==> config.mk <==
export PLATFORM = sky130hd
export DESIGN_NAME = posit_round_encode
export DESIGN_NICKNAME = d
export VERILOG_FILES = /design/src/rtl/posit_pkg.sv /design/src/rtl/posit_regime_shift.sv /design/src/rtl/posit_round_encode.sv
export SDC_FILE = /design/constraint.sdc
export NUM_CORES = 1
export LEC_CHECK = 0
export CORE_UTILIZATION = 32
export DETAILED_ROUTE_END_ITERATION = 8
export GPL_TIMING_DRIVEN = 0
export PLACE_DENSITY_LB_ADDON = 0.2
export SLEW_MARGIN = 20
export SYNTH_ARGS = -nofsm -noshare
export SYNTH_HDL_FRONTEND = slang
export SYNTH_HIERARCHICAL = 1
export SYNTH_SLANG_ARGS = --single-unit
==> constraint.sdc <==
create_clock -name clk -period 6.13 [get_ports clk]
set_input_delay 0.613 -clock clk [delete_from_list [all_inputs] [get_ports clk]]
set_output_delay 0.613 -clock clk [all_outputs]
set_load 0.02 [all_outputs]
==> src/rtl/posit_pkg.sv <==
// Shared posit definitions: FSM states, default geometry and special bit patterns.
package posit_pkg;

  localparam int unsigned POSIT_N  = 32;
  localparam int unsigned POSIT_ES = 3;
  localparam int unsigned POSIT_FW = 64;
  localparam int unsigned PAT_W    = 256;

  typedef enum logic [2:0] {
    S_IDLE,
    S_ALIGN,
    S_ROUND,
    S_PACK,
    S_DONE
  } state_t;

  // Patterns are returned right-aligned in PAT_W bits; callers truncate to N.
  function automatic logic [PAT_W-1:0] maxpos_pat(input int unsigned n);
    return (PAT_W'(1) << (n - 1)) - PAT_W'(1);
  endfunction

  function automatic logic [PAT_W-1:0] minpos_pat(input int unsigned n);
    return PAT_W'(n != 0);
  endfunction

  function automatic logic [PAT_W-1:0] nar_pat(input int unsigned n);
    return PAT_W'(1) << (n - 1);
  endfunction

endpackage

==> src/rtl/posit_regime_shift.sv <==
// Builds the N-1 bit {regime, exp, frac} posit body and the guard/sticky bits.
module posit_regime_shift
  import posit_pkg::*;
#(
  parameter int unsigned N  = POSIT_N,
  parameter int unsigned ES = POSIT_ES,
  parameter int unsigned FW = POSIT_FW,
  parameter int unsigned KW = $clog2(N) + 2
) (
  input  logic signed [KW-1:0] k,
  input  logic [ES-1:0]        exp_bits,
  input  logic [FW-1:0]        frac,
  output logic [N-2:0]         body,
  output logic                 guard,
  output logic                 sticky
);

  localparam int unsigned PAD = 2 * N;
  localparam int unsigned WV  = 2 + ES + FW + PAD;

  logic [WV-1:0] seed;
  logic [WV-1:0] fill;
  logic [WV-1:0] stream;
  logic [KW-1:0] sh;

  // Seed is "10" (k>=0) or "01" (k<0) ahead of the tail; shifting right by k
  // (ones fill) or by -k-1 (zero fill) yields the full regime run.
  always_comb begin
    seed   = {~k[KW-1], k[KW-1], exp_bits, frac, {PAD{1'b0}}};
    sh     = k[KW-1] ? ~k : k;
    fill   = k[KW-1] ? '0 : ~({WV{1'b1}} >> sh);
    stream = (seed >> sh) | fill;
    body   = stream[WV-1 -: N-1];
    guard  = stream[WV-N];
    sticky = |stream[WV-N-1:0];
  end

endmodule

==> src/rtl/posit_round_encode.sv <==
// Multi-cycle posit encoder: regime build, round-to-nearest-even, saturate, sign.
module posit_round_encode
  import posit_pkg::*;
#(
  parameter int unsigned N  = POSIT_N,
  parameter int unsigned ES = POSIT_ES,
  parameter int unsigned FW = POSIT_FW,
  parameter int unsigned KW = $clog2(N) + 2
) (
  input  logic                 clk,
  input  logic                 rst,
  input  logic                 start,
  input  logic                 sign_in,
  input  logic signed [KW-1:0] k_in,
  input  logic [ES-1:0]        exp_in,
  input  logic [FW-1:0]        frac_in,
  input  logic                 zero_in,
  input  logic                 nar_in,
  output logic [N-1:0]         posit_out,
  output logic                 done,
  output logic                 busy,
  output logic                 inexact,
  output logic                 saturated
);

  localparam logic signed [KW-1:0] K_HI   = KW'(int'(N) - 2);
  localparam logic signed [KW-1:0] K_LO   = KW'(1 - int'(N));
  localparam logic [N-1:0]         MAXPOS = N'(maxpos_pat(N));
  localparam logic [N-1:0]         MINPOS = N'(minpos_pat(N));
  localparam logic [N-1:0]         NAR    = N'(nar_pat(N));

  state_t st, st_next;

  logic                 sign_r, zero_r, nar_r;
  logic signed [KW-1:0] k_r;
  logic [ES-1:0]        exp_r;
  logic [FW-1:0]        frac_r;
  logic [N-2:0]         body_w, body_r;
  logic                 guard_w, sticky_w, guard_r, sticky_r;
  logic [N-1:0]         sum_r;
  logic [N-1:0]         mag, pack_val;
  logic                 pack_inx, pack_sat;

  posit_regime_shift #(.N(N), .ES(ES), .FW(FW), .KW(KW)) u_shift (
    .k        (k_r),
    .exp_bits (exp_r),
    .frac     (frac_r),
    .body     (body_w),
    .guard    (guard_w),
    .sticky   (sticky_w)
  );

  always_comb begin
    st_next = st;
    unique case (st)
      S_IDLE:  if (start) st_next = S_ALIGN;
      S_ALIGN: st_next = S_ROUND;
      S_ROUND: st_next = S_PACK;
      S_PACK:  st_next = S_DONE;
      S_DONE:  st_next = S_IDLE;
      default: st_next = S_IDLE;
    endcase
  end

  // Saturation by regime range takes priority over the rounded body.
  always_comb begin
    mag      = '0;
    pack_val = '0;
    pack_inx = 1'b0;
    pack_sat = 1'b0;
    if (nar_r) begin
      pack_val = NAR;
    end else if (!zero_r) begin
      pack_inx = guard_r | sticky_r;
      if (k_r >= K_HI || sum_r[N-1]) begin
        mag      = MAXPOS;
        pack_sat = 1'b1;
      end else if (k_r <= K_LO || sum_r[N-2:0] == '0) begin
        mag      = MINPOS;
        pack_sat = 1'b1;
      end else begin
        mag = sum_r;
      end
      pack_val = sign_r ? -mag : mag;
    end
  end

  always_ff @(posedge clk) begin
    if (rst) begin
      st        <= S_IDLE;
      posit_out <= '0;
      inexact   <= 1'b0;
      saturated <= 1'b0;
    end else begin
      st <= st_next;
      unique case (st)
        S_IDLE: if (start) begin
          sign_r <= sign_in;
          k_r    <= k_in;
          exp_r  <= exp_in;
          frac_r <= frac_in;
          zero_r <= zero_in;
          nar_r  <= nar_in;
        end
        S_ALIGN: begin
          body_r   <= body_w;
          guard_r  <= guard_w;
          sticky_r <= sticky_w;
        end
        S_ROUND: sum_r <= {1'b0, body_r} + N'(guard_r & (body_r[0] | sticky_r));
        S_PACK: begin
          posit_out <= pack_val;
          inexact   <= pack_inx;
          saturated <= pack_sat;
        end
        default: ;
      endcase
    end
  end

  assign done = (st == S_DONE);
  assign busy = (st != S_IDLE);

endmodule

* After elaboration in Yosys (flattened, before gate mapping)
Index checks and enable logic that the tools add are counted.
Storage, ports and cells: register bits after elaboration 179, output and inout port bits 36, word-level logic and storage cells 59
Cells by class: add/subtract/negate cells 2, $lt $le $gt $ge 2, equal/unequal tests 5, shifts and indexed selects 2, multiplexer cells 17, bitwise operators 8, reduce and logical (&&, ||, !) cells 9
Operator list (number):
- $mux 32 | 7
- $mux 133 | 1
- $not 133->133 | 1
- $or 133x133->133 | 1
- $shr 133x7->133 | 1
- $shr 133x7->133 const A | 1
- $reduce_or 101->1 | 1
- $add 31x1->32 | 1
- $neg 32->32 | 1
- $logic_not 31->1 | 1
- $pmux 3 s4 | 1
- $ge 7x6->1 const B | 1
- $le 7x6->1 const B | 1
- $mux 7 | 1
- $not 7->7 | 1
- $eq 3x2->1 const B | 2
- $mux 1 | 6
- $reduce_and 2->1 | 2
- $eq 3x1->1 const B | 1
- $eq 3x3->1 const B | 1
- $logic_not 3->1 | 1
- $mux 3 | 1
- $reduce_and 3->1 | 1
- $reduce_bool 3->1 | 1
- other kinds (5) | 8

* Longest topological paths before layout
depth after elaboration 10, depth in mapped cells 20, depth with buffers taken out 11

* Cells and area by module
The synthesis kept the hierarchy.
Modules (own cells, without submodules):
- posit_round_encode | times used 1, cells each 552, area an instance 7220.7 sq um, seq. area each 5004.8 sq um
- posit_regime_shift | times used 1, cells each 807, area an instance 5437.7 sq um, seq. area each 0.0 sq um

* Least setup slack after synthesis
No wires, ideal clock.
path kind reg-to-reg, start reg k_r[6], end reg sticky_r (data pin), setup time 0.276 ns, arrival 4.105 ns, data required time 5.854 ns, path slack 1.749 ns, stages on the path, launching flop included 17, path buffers 5, period minus slack after synthesis 4.381 ns, cell sequence edfxtp_1 > buf_6 > inv_1 > clkbuf_1 > buf_1 > ha_1 > buf_4 > buf_6 > inv_1 > mux4_1 > a22oi_2 > o211ai_2 > nor3b_2 > o2111ai_1 > or4_4 > nor3_2 > o2111ai_1
Between the ends: cells in the longest elaborated chain, start to end 7, elaborated cells on any way between the ends 9, those cells by class 2 x shift; 2 x mux; 4 x bitwise; 1 x reduce/logical
RTL lines:
- start, declared | RTL line posit_round_encode.sv:35 | logic signed [KW-1:0] k_r;
- start signal, assigned | RTL line posit_round_encode.sv:99 | k_r <= k_in;
- $not 7->7 | RTL line posit_regime_shift.sv:30 | sh = k[KW-1] ? ~k : k;
- $mux 7 | RTL line posit_regime_shift.sv:30
- $shr 133x7->133 | RTL line posit_regime_shift.sv:31 | fill = k[KW-1] ? '0 : ~({WV{1'b1}} >> sh);
- $not 133->133 | RTL line posit_regime_shift.sv:31
- $mux 133 | RTL line posit_regime_shift.sv:31
- $or 133x133->133 * | RTL line posit_regime_shift.sv:32 | stream = (seed >> sh) | fill;
- $reduce_or 101->1 * | RTL line posit_regime_shift.sv:35 | sticky = |stream[WV-N-1:0];
- via sticky_w | RTL line posit_round_encode.sv:39 | logic guard_w, sticky_w, guard_r, sticky_r;
- end signal, assigned | RTL line posit_round_encode.sv:108 | sticky_r <= sticky_w;
- end, declared | RTL line posit_round_encode.sv:39
Mark *: on every way through the listed nets, which the timed path passes. The rest lies on a longest branch. A chain may end at the register's enable or synchronous reset.

* Worst setup path after layout
Ends and elaborated chain as after synthesis.

==> results.md <==
Global routing:
- The first global-routing pass estimated 76740 um of wire.
- The remaining global-route overflow is 0.
- Global routing consumed, on the met3 layer, 4.367% of the routing resources.
- For this run, global-route usage on met2 was measured as 44.70%.
- In the global route stage, met1 resource usage came out at 28.88%.
- The pin count of the biggest net entering global routing is 53.
- The all-layer global routing usage is 25.35%.
- The global-route layer with the greatest usage is met2.
- The via count of the first global-routing pass is 12090.
- The initial antenna violation count was 0.

Synthesis:
- In the synthesized netlist the async set-or-reset flop fraction comes to 0%.
- The share of the yosys chip area belonging to registers is 39.54%.
- The number of distinct standard cells referenced by the synthesized netlist is 103.
- Counting every net in the synthesized netlist gives 1443.
- The register bit count reported by yosys is 179.
- The most common flop cell mapped by yosys is edfxtp_1.
- Yosys mapped a number of flops with a built-in enable equal to 142.
- In the synthesized netlist, the number of instances is 1359.
- The synthesized netlist occupies a cell area of 12660 um2.
- The post-synthesis area per instance is 9.314 um2.
- The Yosys warning count is 6.

Timing:
- Setup violations remaining at the end of the flow were counted as 0.
- The number of max-slew violations in the final report is 0.
- For the pin with the worst max-slew slack, the measured transition is 1.020 ns.
- The setup clock skew after layout is 0.01770 ns.
- On the final layout, the worst hold slack is 0.4502 ns.
- The clock period minus worst slack is 5.845 ns.
- In this run the tightest slew margin relative to its limit is 31.84%.
- Setup repair after global routing left no endpoint under its margin.
- Of the available clock period, the critical path in the final layout requires 95.35%.
- The total count of hold-check failures in the final report is 0.
- Setup slack on the critical path of the routed design comes to 0.2853 ns.
- The maximum achievable frequency is 0.1711 GHz.

Finish:
- The area growth from synthesis to layout is 19.57%.
- At the end of the flow, the number of nets in the layout was 1580.
- The top cell types in the final layout, fill and taps aside, are 142 x edfxtp_1, 141 x nand2_1, 115 x clkdlybuf4s50_1.
- Leaving out filler cells and counting taps, the final layout contains 2028.
- The post-route netlist has 10.93% of its cells at a drive strength greater than 1.
- The most common library cell in the layout ignoring fill and taps is edfxtp_1.

Power and ir drop:
- Dividing total power by cell area gives a power density of 236.4 nW/um2.
- The peak ir drop on the vdd network is 0.1870 mV.
- The leakage power summed over all cells is 5.050 nW.

Min path:
- The start point of the worst min-delay path is posit_out[10].
- The worst hold path belongs to the class register to register.

Critical path:
- The worst path arrival time is 5.91 ns.
- The required time of the critical path is 6.19 ns.
- The worst setup path is launched from a register.
- The maximum fanout encountered on the critical timing path is 16.
- The startpoint of the worst-slack reg-to-reg timing path is k_r[6].
- The critical path is of the register to register type.
- The critical path starts at k_r[6].
- The capturing element type of the critical path is a register.

Route:
- Before antenna repair, the detailed router went through 5 iterations.
- The routed wirelength normalized by instance count is 25.25 um.
- The final layout contains routed wiring with a total length of 51210 um.
- For this block, the initial DRC count from the detailed router was 1056.
- The count of nets left with antenna violations once routing finished came out at 0.
- The remaining design rule violation count is 0.
- The routed via count divided by cell count is 5.969.
- The number of vias after detailed routing is 12110.

Floorplanning:
- The die area is 40360 um2.
- The I/O pin count is 116.
- The die height is 200.9 um.
- In this run the standard cell core region covers 38830 um2.
- The initialized floorplan defines 72 standard-cell rows.
- The starting density of the core is 32.60%.
- The horizontal extent of the die is 200.9 um.

CTS:
- In this run, CTS created clock tree buffers numbering 17.
- The worst-skew pair later-pin latency is 0.48 ns.
- The clock tree synthesis step divided the H-tree into 4 levels.
- The hold-fix buffer count after cts is 0.
- The number of buffers on the longest clock path is 2.
- TritonCTS built the clock tree.
- The clock transition at the registers of the reported paths is 0.08 ns.
- For this design, the sink count on the clock tree is 179.
- The tree is rooted in a clkbuf_16.

Placement:
- The quantity of I/O buffers inserted on ports is 115.
- The placer congestion estimate is 0.9725.
- Once detailed placement completed, the half-perimeter wirelength came to 39410 um.
- The number of cells after detailed placement is 1994.
- At the placement stage, the worst setup path has a slack of -0.3366 ns.

Status:
- The flow ran to the end, and the final reports show no timing, DRC or antenna violations.

Run:
- Max-cap violations in this run came to 0.
-- metrics by stage --
stage                     setup TNS (ns)  utilization (%)  instance area (um2)  total power, mW
after floorplan                        0                -                12660            2.053
after global placement           -0.3336            37.24                14460            2.453
after detailed placement         -0.3366            37.39                14520            2.453
after CTS                              0            38.93                15110            3.583
after global routing                   0            38.98                15130            3.713
final                                  0            38.98                15140            3.579
-- registers in the layout, indices dropped and copies added (netlist names) --
signal,flops
zero_r,1
inexact,1
body_r,31
guard_r,1
exp_r,3
frac_r,64
posit_out,32
k_r,7
nar_r,1
sticky_r,1
sum_r,32
st,3
saturated,1
sign_r,1
-- metal layers --
| layer | part of all wire, % | routed length (um) |
|---|---|---|
| met1 | 39 | 19950 |
| met2 | 50 | 25560 |
| met3 | 5.7 | 2895 |
| met4 | 5.5 | 2808 |
| met5 | 0 | 0 |
-- worst max-delay path: stages, from the launching register on --
cell	delay [ns]
edfxtp_1	0.50
buf_6	0.23
clkinvlp_4	0.35
buf_2	0.35
ha_1	0.31
buf_4	0.14
buf_6	0.17
buf_6	0.22
buf_6	0.24
buf_4	0.27
buf_2	0.33
mux2i_1	0.26
mux2i_1	0.10
a222oi_1	0.29
nand2_1	0.22
o31ai_1	0.44
a21oi_1	0.12
nor4_1	0.40
o2111ai_1	0.47
-- Yosys cell counts, types with 6 or more instances --
cell | number | area [um2]
nand4_1 | 16 | 100.1
or3_1 | 10 | 62.56
a211oi_1 | 24 | 180.2
buf_6 | 12 | 135.1
buf_4 | 8 | 60.06
nand2b_1 | 12 | 75.07
and2_1 | 11 | 68.82
o211ai_1 | 6 | 45.04
mux2i_1 | 52 | 520.5
o221ai_1 | 15 | 131.4
o21ai_1 | 12 | 60.06
a22oi_1 | 7 | 52.55
xnor2_1 | 36 | 315.3
xor2_1 | 22 | 192.7
a2111oi_0 | 16 | 140.1
nand2_1 | 141 | 529.3
nor2_1 | 112 | 420.4
clkbuf_1 | 50 | 187.7
o31ai_1 | 17 | 127.6
edfxtp_1 | 142 | 4264
a31oi_1 | 17 | 106.4
buf_1 | 8 | 30.03
mux4_2 | 8 | 180.2
a21oi_1 | 96 | 480.5
inv_1 | 12 | 45.04
mux2_2 | 32 | 360.4
a21o_1 | 12 | 90.09
o2111ai_1 | 10 | 87.58
o41ai_1 | 7 | 61.31
nor3_1 | 50 | 250.2
dfxtp_1 | 37 | 740.7
buf_2 | 22 | 110.1
nor4_1 | 12 | 75.07
nor2b_1 | 17 | 106.4
o21ai_0 | 74 | 370.4
nand3_1 | 41 | 205.2
o22ai_1 | 24 | 150.1
and3_1 | 13 | 81.33
-- worst paths after layout --
| kind | to | slack, ns | cells after the start |
|---|---|---|---|
| max reg2reg | sticky_r | 0.29 | 18 |
| min reg2reg | posit_out[10] | 0.45 | 2 |
| min | posit_out[10] | 0.45 | 2 |
| max | sticky_r | 0.29 | 18 |
-- area by class of cell --
| cell class | count | area [um2] |
|---|---|---|
| timing repair buffer | 119 | 1214 |
| fill | 3930 | 23690 |
| clock inverter | 15 | 165.2 |
| tap | 518 | 648.1 |
| clock buffer | 17 | 425.4 |
| antenna | 1 | 2.502 |
| multi-input combinational | 1065 | 7074 |
| sequential | 179 | 5005 |
| inverter | 13 | 52.55 |
| buffer | 101 | 549.3 |
-- cell families (layout without fill, tap and decap cells) --
| kind of cell | after synthesis | after routing | share of synthesized area, % |
|---|---|---|---|
| fa+ha+maj | 4 | 4 | 0.3954 |
| compound gates | 432 | 432 | 23.85 |
| simple gates | 472 | 472 | 17.98 |
| buf+inv | 115 | 265 | 4.735 |
| flops | 179 | 179 | 39.54 |
| other cells | 0 | 1 | 0 |
| mux | 95 | 95 | 8.886 |
| xor+xnor | 62 | 62 | 4.616 |
-- power breakdown --
group | switching (mW) | leakage [nW] | internal [mW]
Clock | 0.538 | 0.278 | 0.578
Sequential | 0.0470 | 1.60 | 1.38
Combinational | 0.683 | 3.17 | 0.355
-- timing repair --
item,in CTS,in global routing
gates resized for setup,3,1
endpoints found under the hold margin,0,0
setup buffers,0,2
setup endpoints to repair,1,1
Note: power is estimated with default switching activity, not from simulation.
